==> config.mk <==
export PLATFORM = sky130hd
export DESIGN_NAME = mult_sequencer
export DESIGN_NICKNAME = d
export VERILOG_FILES = /design/src/rtl/mult_sequencer.sv
export SDC_FILE = /design/constraint.sdc
export NUM_CORES = 1
export LEC_CHECK = 0
export CORE_MARGIN = 2
export CORE_UTILIZATION = 40
export DETAILED_ROUTE_END_ITERATION = 6
export PLACE_DENSITY_LB_ADDON = 0.25
export REMOVE_ABC_BUFFERS = 1
export SLEW_MARGIN = 20
export SYNTH_ARGS = -nofsm -noshare
export SYNTH_HDL_FRONTEND = slang
export SYNTH_SLANG_ARGS = --single-unit
==> constraint.sdc <==
create_clock -name clk -period 6.9 [get_ports clk]
set_clock_uncertainty 0.1 [all_clocks]
set_input_delay 1.38 -clock clk [delete_from_list [all_inputs] [get_ports clk]]
set_output_delay 1.38 -clock clk [all_outputs]
set_load 0.01 [all_outputs]
==> src/rtl/mult_sequencer.sv <==
// Sequential 2*SIZE x 2*SIZE unsigned multiplier reusing one SIZE x SIZE tree_multiplier over four steps.
// Optional MULT_SEQ_ZERO_SKIP_EN: zero operands bypass MUL and present product=0 one cycle after accept.

module tree_multiplier #(
   parameter int SIZE = 4
) (
   input  logic [SIZE-1:0]   i_x,
   input  logic [SIZE-1:0]   i_y,
   output logic [2*SIZE-1:0] o_p
);
   always_comb begin
      o_p = '0;
      for (int i = 0; i < SIZE; i++) begin
         if (i_y[i]) begin
            o_p = o_p + ({{SIZE{1'b0}}, i_x} << i);
         end
      end
   end
endmodule

module mult_sequencer #(
   parameter int SIZE = 4
) (
   input  logic                clk,
   input  logic                rst_n,
   input  logic                in_valid,
   output logic                in_ready,
   input  logic [2*SIZE-1:0]   a,
   input  logic [2*SIZE-1:0]   b,
   output logic                out_valid,
   input  logic                out_ready,
   output logic [4*SIZE-1:0]   product,
   output logic                busy
);
   localparam int W = 2 * SIZE;
   localparam int P = 4 * SIZE;

   typedef enum logic [1:0] {IDLE, MUL, DONE} state_t;

   state_t           r_state;
   state_t           w_next;
   logic [1:0]       r_step;
   logic [W-1:0]     r_a;
   logic [W-1:0]     r_b;
   logic [P-1:0]     r_acc;
   logic [P-1:0]     r_product;
   logic             r_out_valid;
   logic             w_zero;
   logic [SIZE-1:0]  w_mul_x;
   logic [SIZE-1:0]  w_mul_y;
   logic [W-1:0]     w_pp;
   logic [P-1:0]     w_pp_ext;
   logic [P-1:0]     w_pp_sh;
   logic [P-1:0]     w_acc_next;

`ifdef MULT_SEQ_ZERO_SKIP_EN
   assign w_zero = (a == '0) || (b == '0);
`else
   assign w_zero = 1'b0;
`endif

   // step[1] selects the high half of a, step[0] the high half of b
   assign w_mul_x = r_step[1] ? r_a[W-1:SIZE] : r_a[SIZE-1:0];
   assign w_mul_y = r_step[0] ? r_b[W-1:SIZE] : r_b[SIZE-1:0];

   tree_multiplier #(.SIZE(SIZE)) u_tree (
      .i_x (w_mul_x),
      .i_y (w_mul_y),
      .o_p (w_pp)
   );

   assign w_pp_ext = {{(P-W){1'b0}}, w_pp};

   always_comb begin
      w_pp_sh = w_pp_ext;
      case (r_step)
         2'd0:    w_pp_sh = w_pp_ext;
         2'd3:    w_pp_sh = w_pp_ext << W;
         default: w_pp_sh = w_pp_ext << SIZE;
      endcase
   end

   assign w_acc_next = r_acc + w_pp_sh;

   always_ff @(posedge clk or negedge rst_n) begin
      if (!rst_n) begin
         r_state <= IDLE;
      end else begin
         r_state <= w_next;
      end
   end

   always_comb begin
      w_next   = r_state;
      in_ready = 1'b0;
      busy     = 1'b1;
      case (r_state)
         IDLE: begin
            in_ready = 1'b1;
            busy     = 1'b0;
            if (in_valid) begin
               w_next = w_zero ? DONE : MUL;
            end
         end
         MUL: begin
            if (r_step == 2'd3) begin
               w_next = DONE;
            end
         end
         DONE: begin
            if (r_out_valid && out_ready) begin
               w_next = IDLE;
            end
         end
         default: w_next = IDLE;
      endcase
   end

   always_ff @(posedge clk or negedge rst_n) begin
      if (!rst_n) begin
         r_a         <= '0;
         r_b         <= '0;
         r_acc       <= '0;
         r_product   <= '0;
         r_step      <= 2'd0;
         r_out_valid <= 1'b0;
      end else begin
         case (r_state)
            IDLE: begin
               if (in_valid) begin
                  r_a       <= a;
                  r_b       <= b;
                  r_acc     <= '0;
                  r_product <= '0;
                  r_step    <= 2'd0;
               end
            end
            MUL: begin
               r_acc  <= w_acc_next;
               r_step <= r_step + 2'd1;
               if (r_step == 2'd3) begin
                  r_product   <= w_acc_next;
                  r_out_valid <= 1'b1;
               end
            end
            DONE: begin
               // Zero-skip enters DONE with out_valid still low; raise it one cycle later
               if (!r_out_valid) begin
                  r_out_valid <= 1'b1;
               end else if (out_ready) begin
                  r_out_valid <= 1'b0;
               end
            end
            default: r_out_valid <= 1'b0;
         endcase
      end
   end

   assign out_valid = r_out_valid;
   assign product   = r_product;

endmodule

# Word level (Yosys, flattened, before mapping)
# Index checks and enable logic that the tools add are counted.
[totals]
register_bits = 53
in_bits = 20
output_inout_bits = 19
wordCells = 51
[op_classes]
n_addsub = 5
n_eq_ne = 6
muxes = 23
bitwise = 1
reduce_logical = 9
[ops]
columns = ["cell", "count"]
rows = [
  ["16-bit case mux with 2 select lines", 3],
  ["16-bit 2-to-1 mux", 2],
  ["8-bit 2-to-1 mux", 3],
  ["16-bit adder", 1],
  ["4-bit 2-to-1 mux", 3],
  ["8-bit by 5-bit adder with 8-bit output", 1],
  ["8-bit by 6-bit adder with 8-bit output", 1],
  ["8-bit by 7-bit adder with 8-bit output", 1],
  ["2-bit 2-to-1 mux", 4],
  ["2-bit != test (second input constant)", 3],
  ["2-bit case mux with 3 select lines", 1],
  ["2-bit AND reduction", 3],
  ["3-bit AND reduction", 2],
  ["1-bit 2-to-1 mux", 5],
  ["2-bit == test (second input constant)", 2],
  ["2-bit logical NOT", 2],
  ["2-bit case mux with 2 select lines", 1],
  ["1-bit case mux with 3 select lines", 1],
  ["2-bit by 1-bit adder with 2-bit output (second input constant)", 1],
  ["2-bit by 1-bit == test with 1-bit output (second input constant)", 1],
  ["2-bit nonzero test", 1],
  ["1-bit logical AND", 1],
  ["1-bit NOT", 1],
]

# Depth between registers and ports, before layout
[logic_depth]
depth_word = 12
depth_mapped = 34
mapped_depth_nobuf = 33

# Hierarchy
# A second synthesis with hierarchy kept.
[hier_totals]
cells_unflattened = 402
area_unflattened_um2 = 3782.4
[modules_own_cells]
columns = ["module", "instances", "cells_per_inst", "area_each_um2", "seq_area_each_um2"]
rows = [
  ["mult_sequencer", 1, 333, 3219.3, 1326.3],
  ["tree_multiplier", 1, 69, 563.0, 0.0],
]

# Worst setup path after synthesis
# Ideal clock, no wire load.
[synth_timing]
path_type = "register -> register"
start = "reg r_step[1]"
end = "reg r_acc[15]"
setup_time_ns = 0.069
t_arrival_ns = 6.534
required_ns = 6.731
slack_ns = 0.197
stages_incl_launch_ff = 30
n_path_buf = 2
period_less_slack_ns = 6.703
path_cell_list = "dfrtp_1 -> buf_6 -> mux2_2 -> clkbuf_1 -> xnor2_1 -> ha_1 -> o211a_1 -> or2_1 -> xnor2_1 -> inv_1 -> ha_1 -> nand2b_1 -> or4_4 -> nand3_1 -> xnor2_1 -> ha_1 -> a21oi_1 -> a41oi_4 -> xor2_1 -> mux2_2 -> a22o_1 -> ha_1 -> or4_1 -> o22ai_1 -> o21ai_1 -> o21ai_1 -> o21ai_0 -> xor2_1 -> or4b_1 -> nand3_1"
[synth_via]
elab_chain_cells = 11
elab_cells_between_ends = 13
cone_classes = "add/sub: 4; eq/ne: 1; mux: 7; reduce/logical: 1"
[synth_rtl]
columns = ["element", "line", "text"]
rows = [
  ["from (decl)", "42", "logic [1:0] r_step;"],
  ["from (signal assigned)", "140", "r_step <= r_step + 2'd1;"],
  ["4-bit 2-to-1 mux", "63", "assign w_mul_x = r_step[1] ? r_a[W-1:SIZE] : r_a[SIZE-1:0];"],
  ["4-bit 2-to-1 mux", "14", "if (i_y[i]) begin"],
  ["8-bit by 5-bit adder with 8-bit output", "15", "o_p = o_p + ({{SIZE{1'b0}}, i_x} << i);"],
  ["8-bit 2-to-1 mux", "14", ""],
  ["8-bit by 6-bit adder with 8-bit output", "15", ""],
  ["8-bit 2-to-1 mux", "14", ""],
  ["8-bit by 7-bit adder with 8-bit output", "15", ""],
  ["8-bit 2-to-1 mux", "14", ""],
  ["16-bit case mux with 2 select lines *", "76", "case (r_step)"],
  ["16-bit adder *", "83", "assign w_acc_next = r_acc + w_pp_sh;"],
  ["16-bit case mux with 2 select lines *", "128", "case (r_state)"],
  ["to (signal assigned)", "139", "r_acc <= w_acc_next;"],
  ["to (decl)", "45", "logic [P-1:0] r_acc;"],
]
# Every way passes the cells marked *; elsewhere a longest branch is shown, timed or not.
# A chain may end at the register's enable or synchronous reset.

# Worst setup path in the final report
# Same ends and word-level chain as after synthesis.

==> flow_metrics.env <==
export IMPL_drive_gt1_share_pct=14.2
export IMPL_slew_headroom_pct=42.5
export IMPL_insertion_delay_ps=300
export IMPL_cts_max_level=2
export IMPL_clk_path_buf_depth=2
export IMPL_cts_sink_count=53
export IMPL_grt_max_degree=54
export IMPL_finalWorstPathRequiredPeriod_ps=6560
export IMPL_whs_endpoint="product[8]"
export IMPL_wire_per_inst_um=14.6
export IMPL_fin_crit_sh_pct=95.0
export IMPL_wl_met3_um=264
export IMPL_cp_max_fo=5
export IMPL_cpPeakStageDelay_ps=470
export IMPL_port_buffers=38
export IMPL_grt_pass1_wl_um=14100
export IMPL_arrival_ps=6710
export IMPL_grt_use_total_pct=17.3
export IMPL_coreArea_sq_um=9150
export IMPL_cts_hold_fix_buffers=0
export IMPL_worst_slack_ps=345
export IMPL_dieArea_sq_um=10100
export IMPL_r2r_end="r_acc[15]"
export IMPL_finalHoldViolations=0
export IMPL_start_util_pct=40.7
export IMPL_drt_wl_total_um=8230
export IMPL_critPathKind="flop to flop"
export IMPL_ff2ff_path_depth=30
export IMPL_vias_per_cell=5.39
export IMPL_whs_path_depth=2
export IMPL_top_layer="met4"
export IMPL_syn_inst=409
export IMPL_synth_area_leaders="dfrtp_1, ha_1, mux2_2"
export IMPL_rows=35
export IMPL_synth_compound_area_share_pct=19.5
export IMPL_clkTransAtPathRegs_ps=100
export IMPL_required_ps=7050
export IMPL_seq_area_frac_synth_pct=35.6
export IMPL_ios=39
export IMPL_synth_edf_count=0
export IMPL_synthArstFlopShare_pct=100
export IMPL_synth_area_sq_um=3730
export IMPL_synth_distinct_cells=55
export IMPL_cp_slowest_cell="or4b_1"
export IMPL_cap_violations=0
export IMPL_yosys_area_top_type_share_pct=35.6
export IMPL_wl_met1_um=3900
export IMPL_synth_largest_area_cell="dfrtp_1"
export IMPL_grt_pass1_vias=2999
export IMPL_dr_total_vias=3036
export IMPL_synthXorXnorAreaFrac_pct=3.99
export IMPL_hold_path_class="flop to flop"
export IMPL_fp_dieW_um=101
export IMPL_outcome="finished, final reports clean"
export IMPL_synth_mux_area_share_pct=10.5
export IMPL_reg2reg_from="r_step[1]"
export IMPL_dp_slack_ps=136
export IMPL_clock_fmax_ghz=0.153
export IMPL_final_cell_area_sq_um=4410
export IMPL_die_h_um=101
export IMPL_critical_path_most_common_cell="ha_1"
export IMPL_overflow=0
export IMPL_numCtsBuffers=5
export IMPL_ant_nets=0
export IMPL_synth_fa_ha_area_share_pct=10.9
export IMPL_ys_warn_count=0
export IMPL_drt_iter0_drc=117
export IMPL_min_from="product[8]"
export IMPL_yosys_register_bits=53
export IMPL_fillCellCount=874
export IMPL_cp_end_kind="flop"
export IMPL_nets=503
export IMPL_antenna_found_initial=0
export IMPL_synth_ff_type="dfrtp_1"
export IMPL_diodes=0
export IMPL_reg2reg_slack_ps=340
export IMPL_gp_congestion=0.923
export IMPL_syn_area_per_cell_sq_um=9.12
export IMPL_synthSimpleGateAreaFrac_pct=15.8
export IMPL_cts_tree="done"
export IMPL_met2_length_um=3960
export IMPL_setup_viol_count_final=0
export IMPL_synth_top_family_by_area="compound AO/OA/AOI/OAI gates"
export IMPL_place_area_sq_um=4270
export IMPL_utilization_pct=48.1
export IMPL_area_delta_synth_final_pct=18.2
export IMPL_worstSetupStartpointType="flop"
export IMPL_dr_pass1_iters=4
export IMPL_slew_viol_final=0
export IMPL_clock_root_buffer="clkbuf_8"
export IMPL_dp_hpwl_um=6230
export IMPL_drcViolationCount=0
export IMPL_max_slew_worst_pin_slew_ps=862
[state kept, by name, summed over array words and instances (netlist names)]
| signal | flops |
|---|---|
| r_acc | 16 |
| r_step | 2 |
| out_valid | 1 |
| r_state | 2 |
| product | 16 |
| r_b | 8 |
| r_a | 8 |
[per-layer routing]
layer / GRT usage (%) / up-vias
li1: - / 1547
met2: 28.4 / 47
met5: 0 / -
met3: 2.15 / 8
met1: 23.7 / 1434
met4: 6.01 / 0
[synth_stat cells (2+ instances only)]
master and instances:
nand2_1 62, a211oi_1 3, ha_1 30, nor2_1 22, nor3_1 5, nand3_1 10, nand2b_1 4, a21oi_2 2
nand3b_1 4, o211ai_1 2, or4_1 2, and2_1 6, mux2i_1 7, o21bai_1 2, o21ai_0 26, mux2_2 23
a31oi_1 5, nor2b_1 5, buf_6 3, dfrtp_1 53, xnor2_1 12, clkbuf_1 13, o22ai_1 2, a21oi_1 16
or2_2 2, inv_1 14, xor2_1 5, and3_1 3, a21o_1 6, o21ai_1 24, a211o_1 2, o21a_1 3
a22o_1 8, o32ai_1 2
[layout make-up]
type | count | area [sq um] | share of cell area (%)
Multi-Input combinational cell | 324 | 2310 | 52.4
Sequential cell | 53 | 1330 | 30.1
Timing Repair Buffer | 53 | 488 | 11.1
Tap cell | 111 | 139 | 3.15
Clock buffer | 7 | 86.3 | 1.96
Inverter | 15 | 56.3 | 1.28
[through the flow]
stage          hold WS, ps  TNS [ps]  std cells
2_1_floorplan          356         0        392
5_1_grt                440     -47.5        563
4_1_cts                393         0        563
3_3_place_gp           362         0        556
6_report               385         0        563
3_5_place_dp           371         0        556
[worst max-delay path, delay by kind of cell (launching register included)]
| family | cells | cell delay, ps |
|---|---|---|
| multiplexers | 2 | 680 |
| flip-flops | 1 | 350 |
| XOR/XNOR | 4 | 620 |
| AND/OR/NAND/NOR | 6 | 1590 |
| adder cells (fa/ha/maj) | 5 | 1260 |
| buffers and inverters | 2 | 200 |
| AO/OA/AOI/OAI | 11 | 1690 |
[placed cells by master (no fill, tap or decap), types with 8 or more instances in the layout]
master	n
nor2_1	22
nand2_1	62
o21ai_1	21
clkdlybuf4s50_1	37
nand3_1	9
mux2_2	23
xnor2_1	11
buf_4	15
dfrtp_1	53
inv_1	14
a21oi_1	15
ha_1	29
a22o_1	8
o21ai_0	26
[worst max path at each step]
stage | slack, ps | endpoint | from
after global routing | -50 | r_acc[15] | r_step[1]
after floorplan | 160 | r_acc[15] | r_step[1]
after detailed placement | 140 | r_acc[15] | r_step[1]
after global placement | 270 | r_acc[15] | r_step[1]
final | 340 | r_acc[15] | r_step[1]
after CTS | 100 | r_acc[15] | r_step[1]
[timing repair]
item,CTS,global route
resized for setup,0,9
endpoints found under the setup margin,0,6
setup buffers,0,0
[logic make-up (layout without fill, tap and decap cells)]
group / after synthesis / count (layout)
AOI/OAI and AO/OA: 113 / 113
xor gates and xnor gates: 17 / 17
adders and majority gates: 32 / 32
buffers and inverters: 32 / 75
DFF: 53 / 53
muxes: 34 / 34
and+or+nand+nor: 128 / 128
Power is not shown: default switching activity piles up to over one toggle a cycle in this logic, so the estimate is an artifact.
